[config.mk]
export PLATFORM = sky130hd
export DESIGN_NAME = ifu_pfq
export DESIGN_NICKNAME = d
export VERILOG_FILES = /design/src/rtl/ifu_pfq.sv
export SDC_FILE = /design/constraint.sdc
export NUM_CORES = 1
export LEC_CHECK = 0
export BUFFER_PORTS_ARGS = -buffer_cell sky130_fd_sc_hd__buf_4
export CAP_MARGIN = 20
export CELL_PAD_IN_SITES_DETAIL_PLACEMENT = 2
export CELL_PAD_IN_SITES_GLOBAL_PLACEMENT = 2
export CORE_MARGIN = 1.5
export CORE_UTILIZATION = 25
export DETAILED_ROUTE_END_ITERATION = 10
export PLACE_DENSITY_LB_ADDON = 0.1
export SYNTH_ARGS = -nofsm -noshare
export SYNTH_HDL_FRONTEND = slang
export SYNTH_SLANG_ARGS = --single-unit
[constraint.sdc]
create_clock -name clk -period 3.4 [get_ports clk]
set_clock_uncertainty 0.05 [all_clocks]
set_input_delay 0.34 -clock clk [delete_from_list [all_inputs] [get_ports clk]]
set_output_delay 0.34 -clock clk [all_outputs]
set_load 0.05 [all_outputs]
[src/rtl/ifu_pfq.sv]
// ifu_pfq -- instruction prefetch queue.
//
// Issues sequential word-aligned fetch requests, collects in-order responses
// into a small FIFO and feeds the IF/ID pipeline register from the FIFO head.
// A flush redirects fetch, empties the FIFO and discards every response still
// in flight for the old fetch stream.
//
// Parameters
//   DEPTH     FIFO entries and limit on outstanding + queued fetches
//             (power of two, >= 2)
//   RESET_PC  first fetch address after reset
//
// Ports
//   clk, rst             clock; asynchronous active-high reset
//   req_valid/req_ready  fetch request handshake; req_addr is the address
//   rsp_valid/rsp_data   in-order fetch response, latency >= 1 cycle
//   flush/flush_pc       redirect request and its target
//   id_stall             IF/ID register must hold
//   id_load/id_clr       load / bubble-insert strobes to IF/ID
//   id_pc/id_inst        head entry presented to IF/ID
//
// Optional feature: define IFU_PFQ_BYPASS_EN to forward a response straight
// to IF/ID in its arrival cycle when the FIFO is empty and IF/ID can accept.
module ifu_pfq #(
   parameter int unsigned DEPTH    = 4,
   parameter logic [31:0] RESET_PC = 32'h0000_0000
) (
   input  logic        clk,
   input  logic        rst,
   output logic        req_valid,
   input  logic        req_ready,
   output logic [31:0] req_addr,
   input  logic        rsp_valid,
   input  logic [31:0] rsp_data,
   input  logic        flush,
   input  logic [31:0] flush_pc,
   input  logic        id_stall,
   output logic        id_load,
   output logic        id_clr,
   output logic [31:0] id_pc,
   output logic [31:0] id_inst
);
   localparam int unsigned AW = $clog2(DEPTH);
   typedef logic [AW:0] cnt_t;

   logic [31:0]   pc_mem   [DEPTH];
   logic [31:0]   inst_mem [DEPTH];
   cnt_t          wr_ptr, rd_ptr, fifo_count, outstanding, drop_cnt;
   logic [31:0]   rsp_pc;      // address belonging to the next kept response
   logic [AW+1:0] in_use;
   logic          fifo_empty, req_fire, rsp_keep, bypass, push, pop;

   // Pointers carry one extra wrap bit so full and empty are distinguishable.
   assign fifo_count = wr_ptr - rd_ptr;
   assign fifo_empty = (wr_ptr == rd_ptr);

   // Every slot is either in flight or queued; the sum never exceeds DEPTH,
   // so a response always finds room in the FIFO.
   assign in_use    = {1'b0, outstanding} + {1'b0, fifo_count};
   assign req_valid = !rst && !flush && (in_use < (AW+2)'(DEPTH));
   assign req_fire  = req_valid && req_ready;

   // Responses while drop_cnt is non-zero belong to the pre-flush stream.
   assign rsp_keep = !rst && rsp_valid && (drop_cnt == '0) && !flush;

`ifdef IFU_PFQ_BYPASS_EN
   assign bypass = rsp_keep && fifo_empty && !id_stall;
`else
   assign bypass = 1'b0;
`endif

   assign push    = rsp_keep && !bypass;
   assign pop     = !rst && !flush && !id_stall && !fifo_empty;
   assign id_load = pop || bypass;
   assign id_clr  = rst || flush || (!id_stall && fifo_empty && !bypass);
   assign id_pc   = bypass ? rsp_pc   : pc_mem[rd_ptr[AW-1:0]];
   assign id_inst = bypass ? rsp_data : inst_mem[rd_ptr[AW-1:0]];

   // NOTE: state registers use non-blocking assignments so every register
   // samples the pre-edge values of the others, independent of statement order.
   always_ff @(posedge clk or posedge rst) begin
      if (rst) begin
         req_addr    <= RESET_PC;
         rsp_pc      <= RESET_PC;
         wr_ptr      <= '0;
         rd_ptr      <= '0;
         outstanding <= '0;
         drop_cnt    <= '0;
      end else begin
         if (flush) begin
            req_addr <= {flush_pc[31:2], 2'b00};
            rsp_pc   <= {flush_pc[31:2], 2'b00};
            rd_ptr   <= wr_ptr;
            // The response arriving in the flush cycle is already discarded.
            drop_cnt <= outstanding - cnt_t'(rsp_valid);
         end else begin
            if (req_fire) req_addr <= req_addr + 32'd4;
            if (rsp_keep) rsp_pc   <= rsp_pc + 32'd4;
            if (push)     wr_ptr   <= wr_ptr + cnt_t'(1);
            if (pop)      rd_ptr   <= rd_ptr + cnt_t'(1);
            if (rsp_valid && (drop_cnt != '0)) drop_cnt <= drop_cnt - cnt_t'(1);
         end
         outstanding <= outstanding + cnt_t'(req_fire) - cnt_t'(rsp_valid);
      end
   end

   // NOTE: the entry storage has no reset; the pointers alone decide which
   // entries are valid, which lets the array map onto plain RAM cells.
   always_ff @(posedge clk) begin
      if (push) begin
         pc_mem[wr_ptr[AW-1:0]]   <= rsp_pc;
         inst_mem[wr_ptr[AW-1:0]] <= rsp_data;
      end
   end

`ifndef SYNTHESIS
   // A response with nothing in flight means the memory broke the protocol.
   rsp_without_request: assert property (
      @(posedge clk) disable iff (rst) rsp_valid |-> (outstanding != '0));
`endif

endmodule

==> impl_metrics.toml <==
[critical_path]
worstSetupPathType = "flip-flop to flip-flop"
cp_max_fo = 4
arrival_ps = 3630
r2r_cells = 15
end_kind = "flip-flop"
required_ps = 3780
start_kind = "flip-flop"

[power]
power_density_nw_per_um2 = 753
total_power_mw = 13.0
internal-power_mw = 8.63
irDropWorstVdd_uv = 272
switchingPower_mw = 4.41
seqPwrFrac = 0.363
p_leak_nw = 6.14
clkPwrFrac = 0.340
combPwrFrac = 0.298
power_switching_share = 0.338

[sta]
rsz0062_at_grt = "no"
tightest_slew_ps = 682
tns_ps = 0
setup_viol = 0
fmax_ghz = 0.307
hold_viol = 0
period_share = 0.957
period_minus_slack_ps = 3250
final-max-slew-violation-count = 0
slew_headroom = 0.544

[floorplan]
pin_count = 169
core-area_um2 = 52400
fp.dieW_um = 233
rows = 84
die_h_um = 233
start_util = 0.252
die_area_um2 = 54300

[detailed_routing]
final_antenna_net_count = 0
routedWlPerCell_um = 20.8
drt-total-wl_um = 35900
drcViolationCount = 0
drtIter0Drc = 293
via_per_inst = 4.45
firstDrtPassIters = 4
via_count = 7697

[layout]
layout_commonest_cell = "edfxtp_1"
diodes = 0
drive_gt1_frac = 0.334
nNetsFinal = 1099
area_growth_pct = 31.0
final_cell_mix = "edfxtp_1 (248), buf_4 (176), dfrtp_1 (69)"

[grt]
grt_pass1_wl_um = 55000
grt_max_degree = 49
grt_pass1_vias = 8689
gr-usage-all-layers = 0.136
grt_overflow = 0
antenna_found_initial = 0

[synth]
synth_area_um2 = 13200
synthCells = 772
synthArstFlopShare = 0.225
yosysWarnings = 0
avgSynthCellArea_um2 = 17.1
synth_cell_type_count = 51
synth-edff-count = 248
synth_seq_cells = 320
synth_ff_type = "edfxtp_1"
ys_seq_area_frac = 0.700

[clocking]
cts-root-buf = "clkbuf_16"
clk_pin_slew_worst_paths_ps = 60
h-tree-depth = 2
numCtsBuffers = 40
clock_latency_ps = 550
cts_tree = "built"
cts.sinks = 320
cts_max_path_buffers = 3

[place]
place.gp.congestion = 0.689
hpwlAfterDp_um = 23800
port_buffers = 162

[job]
cap_viol_max_count = 0

[status]
outcome = "completed"

[min_path]
hold_path_depth = 3
hp-class = "input port to flip-flop"
==> critical path: stages, from the launching register on <==
cell,delay (ps)
dfrtp_2,430
inv_2,110
ha_4,130
inv_1,40
fa_2,530
ha_1,220
and3b_1,170
and4b_2,360
inv_8,50
ha_4,200
inv_2,60
ha_4,110
inv_2,30
fa_2,360
xnor2_2,150
xnor2_1,120
==> worst paths after layout <==
path	from	to	slack (ps)
min in group asynchronous	rst	req_addr[5]$_DFFE_PP0P_	440
setup reg to reg	wr_ptr[0]$_DFFE_PP0P_	outstanding[2]$_DFF_PP0_	150
hold reg to reg	outstanding[2]$_DFF_PP0_	outstanding[2]$_DFF_PP0_	470
max in group asynchronous	rst	rsp_pc[20]$_DFFE_PP0N_	2130
setup / recovery	wr_ptr[0]$_DFFE_PP0P_	outstanding[2]$_DFF_PP0_	150
hold / removal	flush_pc[7]	rsp_pc[7]$_DFFE_PP0N_	40
==> metal layers <==
metal | up-vias | wire [µm] | track usage
met4 | 0 | 686 | 0.0407
li1 | 3486 | - | -
met1 | 4010 | 16100 | 0.178
met2 | 152 | 17700 | 0.228
met3 | 49 | 1410 | 0.0241
met5 | - | 0 | 0
==> stage by stage <==
| stage | area, µm² | util | std cells | hold WS [ps] | setup slack, ps |
|---|---|---|---|---|---|
| floorplan | 13300 | - | 775 | 389 | -6.57 |
| global placement | 15500 | 0.296 | 1614 | 477 | 107 |
| detailed placement | 15500 | 0.296 | 1614 | 476 | 61.8 |
| CTS | 17300 | 0.330 | 1730 | 6.96 | 45.9 |
| global route | 17300 | 0.330 | 1730 | 33.3 | 2.59 |
| finish | 17300 | 0.330 | 1730 | 41.9 | 147 |
==> repair_timing <==
| action | CTS | global route |
|---|---|---|
| setup endpoints to repair | 36 | 3 |
| resized for setup | 3 | 2 |
| pin swaps | 0 | 1 |
| hold endpoints to repair | 169 | 0 |
| cloned | 0 | 0 |
| buffers inserted | 0 | 0 |
| hold buffers | 42 | 0 |
==> synth_stat cells, types with 2 or more instances <==
library cell / instances / share of area
dfrtp_1: 72 / 0.14
mux4_2: 62 / 0.11
nand3_1: 34 / 0.013
buf_2: 12 / 0.0045
inv_1: 20 / 0.0057
mux2i_1: 2 / 0.0015
o21ai_0: 28 / 0.011
buf_4: 4 / 0.0023
o311ai_0: 4 / 0.0026
a21boi_0: 15 / 0.0085
buf_6: 2 / 0.0017
fa_1: 2 / 0.0030
ha_1: 17 / 0.016
xor2_1: 31 / 0.021
nand3b_1: 2 / 0.0011
nand4_1: 26 / 0.012
and3_1: 8 / 0.0038
a21oi_1: 2 / 0.00076
nor2_1: 16 / 0.0045
and4_1: 6 / 0.0040
o211ai_1: 5 / 0.0028
a21boi_1: 2 / 0.0011
nor4_1: 3 / 0.0014
mux2_2: 13 / 0.011
clkbuf_1: 18 / 0.0051
a31oi_1: 5 / 0.0024
nand2b_1: 11 / 0.0052
and2_1: 6 / 0.0028
nor4_4: 2 / 0.0032
or2_2: 2 / 0.00095
xnor2_1: 24 / 0.016
nand2_1: 39 / 0.011
edfxtp_1: 248 / 0.56
nor3_1: 11 / 0.0042
or3_1: 2 / 0.00095
==> flip-flops by register name, indices dropped and copies added, names as in the netlist <==
| signal | count |
|---|---|
| pc_mem | 120 |
| wr_ptr | 3 |
| rsp_pc | 30 |
| drop_cnt | 3 |
| req_addr | 30 |
| outstanding | 3 |
| rd_ptr | 3 |
| inst_mem | 128 |
==> power by group through the flow <==
stage / Sequential [mW] / Combinational (mW) / Clock (mW)
final: 4.73 / 3.88 / 4.43
after global routing: 4.77 / 4.17 / 4.76
after CTS: 4.73 / 4.00 / 4.63
after detailed placement: 4.81 / 3.94 / 0
after global placement: 4.80 / 3.90 / 0
after floorplan: 4.88 / 2.60 / 0
==> logic make-up (layout without fill, tap and decap cells) <==
| family | after synthesis | count (layout) | share of synthesized area |
|---|---|---|---|
| xor+xnor | 55 | 55 | 0.0364 |
| mux | 77 | 77 | 0.118 |
| fa+ha+maj | 19 | 19 | 0.0191 |
| other cells | 1 | 4 | 0.000284 |
| simple gates | 175 | 175 | 0.0734 |
| flops | 320 | 320 | 0.700 |
| buf+inv | 58 | 325 | 0.0201 |
| compound gates | 67 | 67 | 0.0329 |
==> area by class of cell <==
| type | instances | area (µm²) |
|---|---|---|
| Multi-Input combinational cell | 397 | 3780 |
| Sequential cell | 320 | 9260 |
| Inverter | 21 | 86.3 |
| Fill cell | 5270 | 35100 |
| Tap cell | 688 | 861 |
| Clock inverter | 24 | 305 |
| Timing Repair Buffer | 230 | 1970 |
| Clock buffer | 50 | 1060 |
Power figures use the tool's default switching activity.
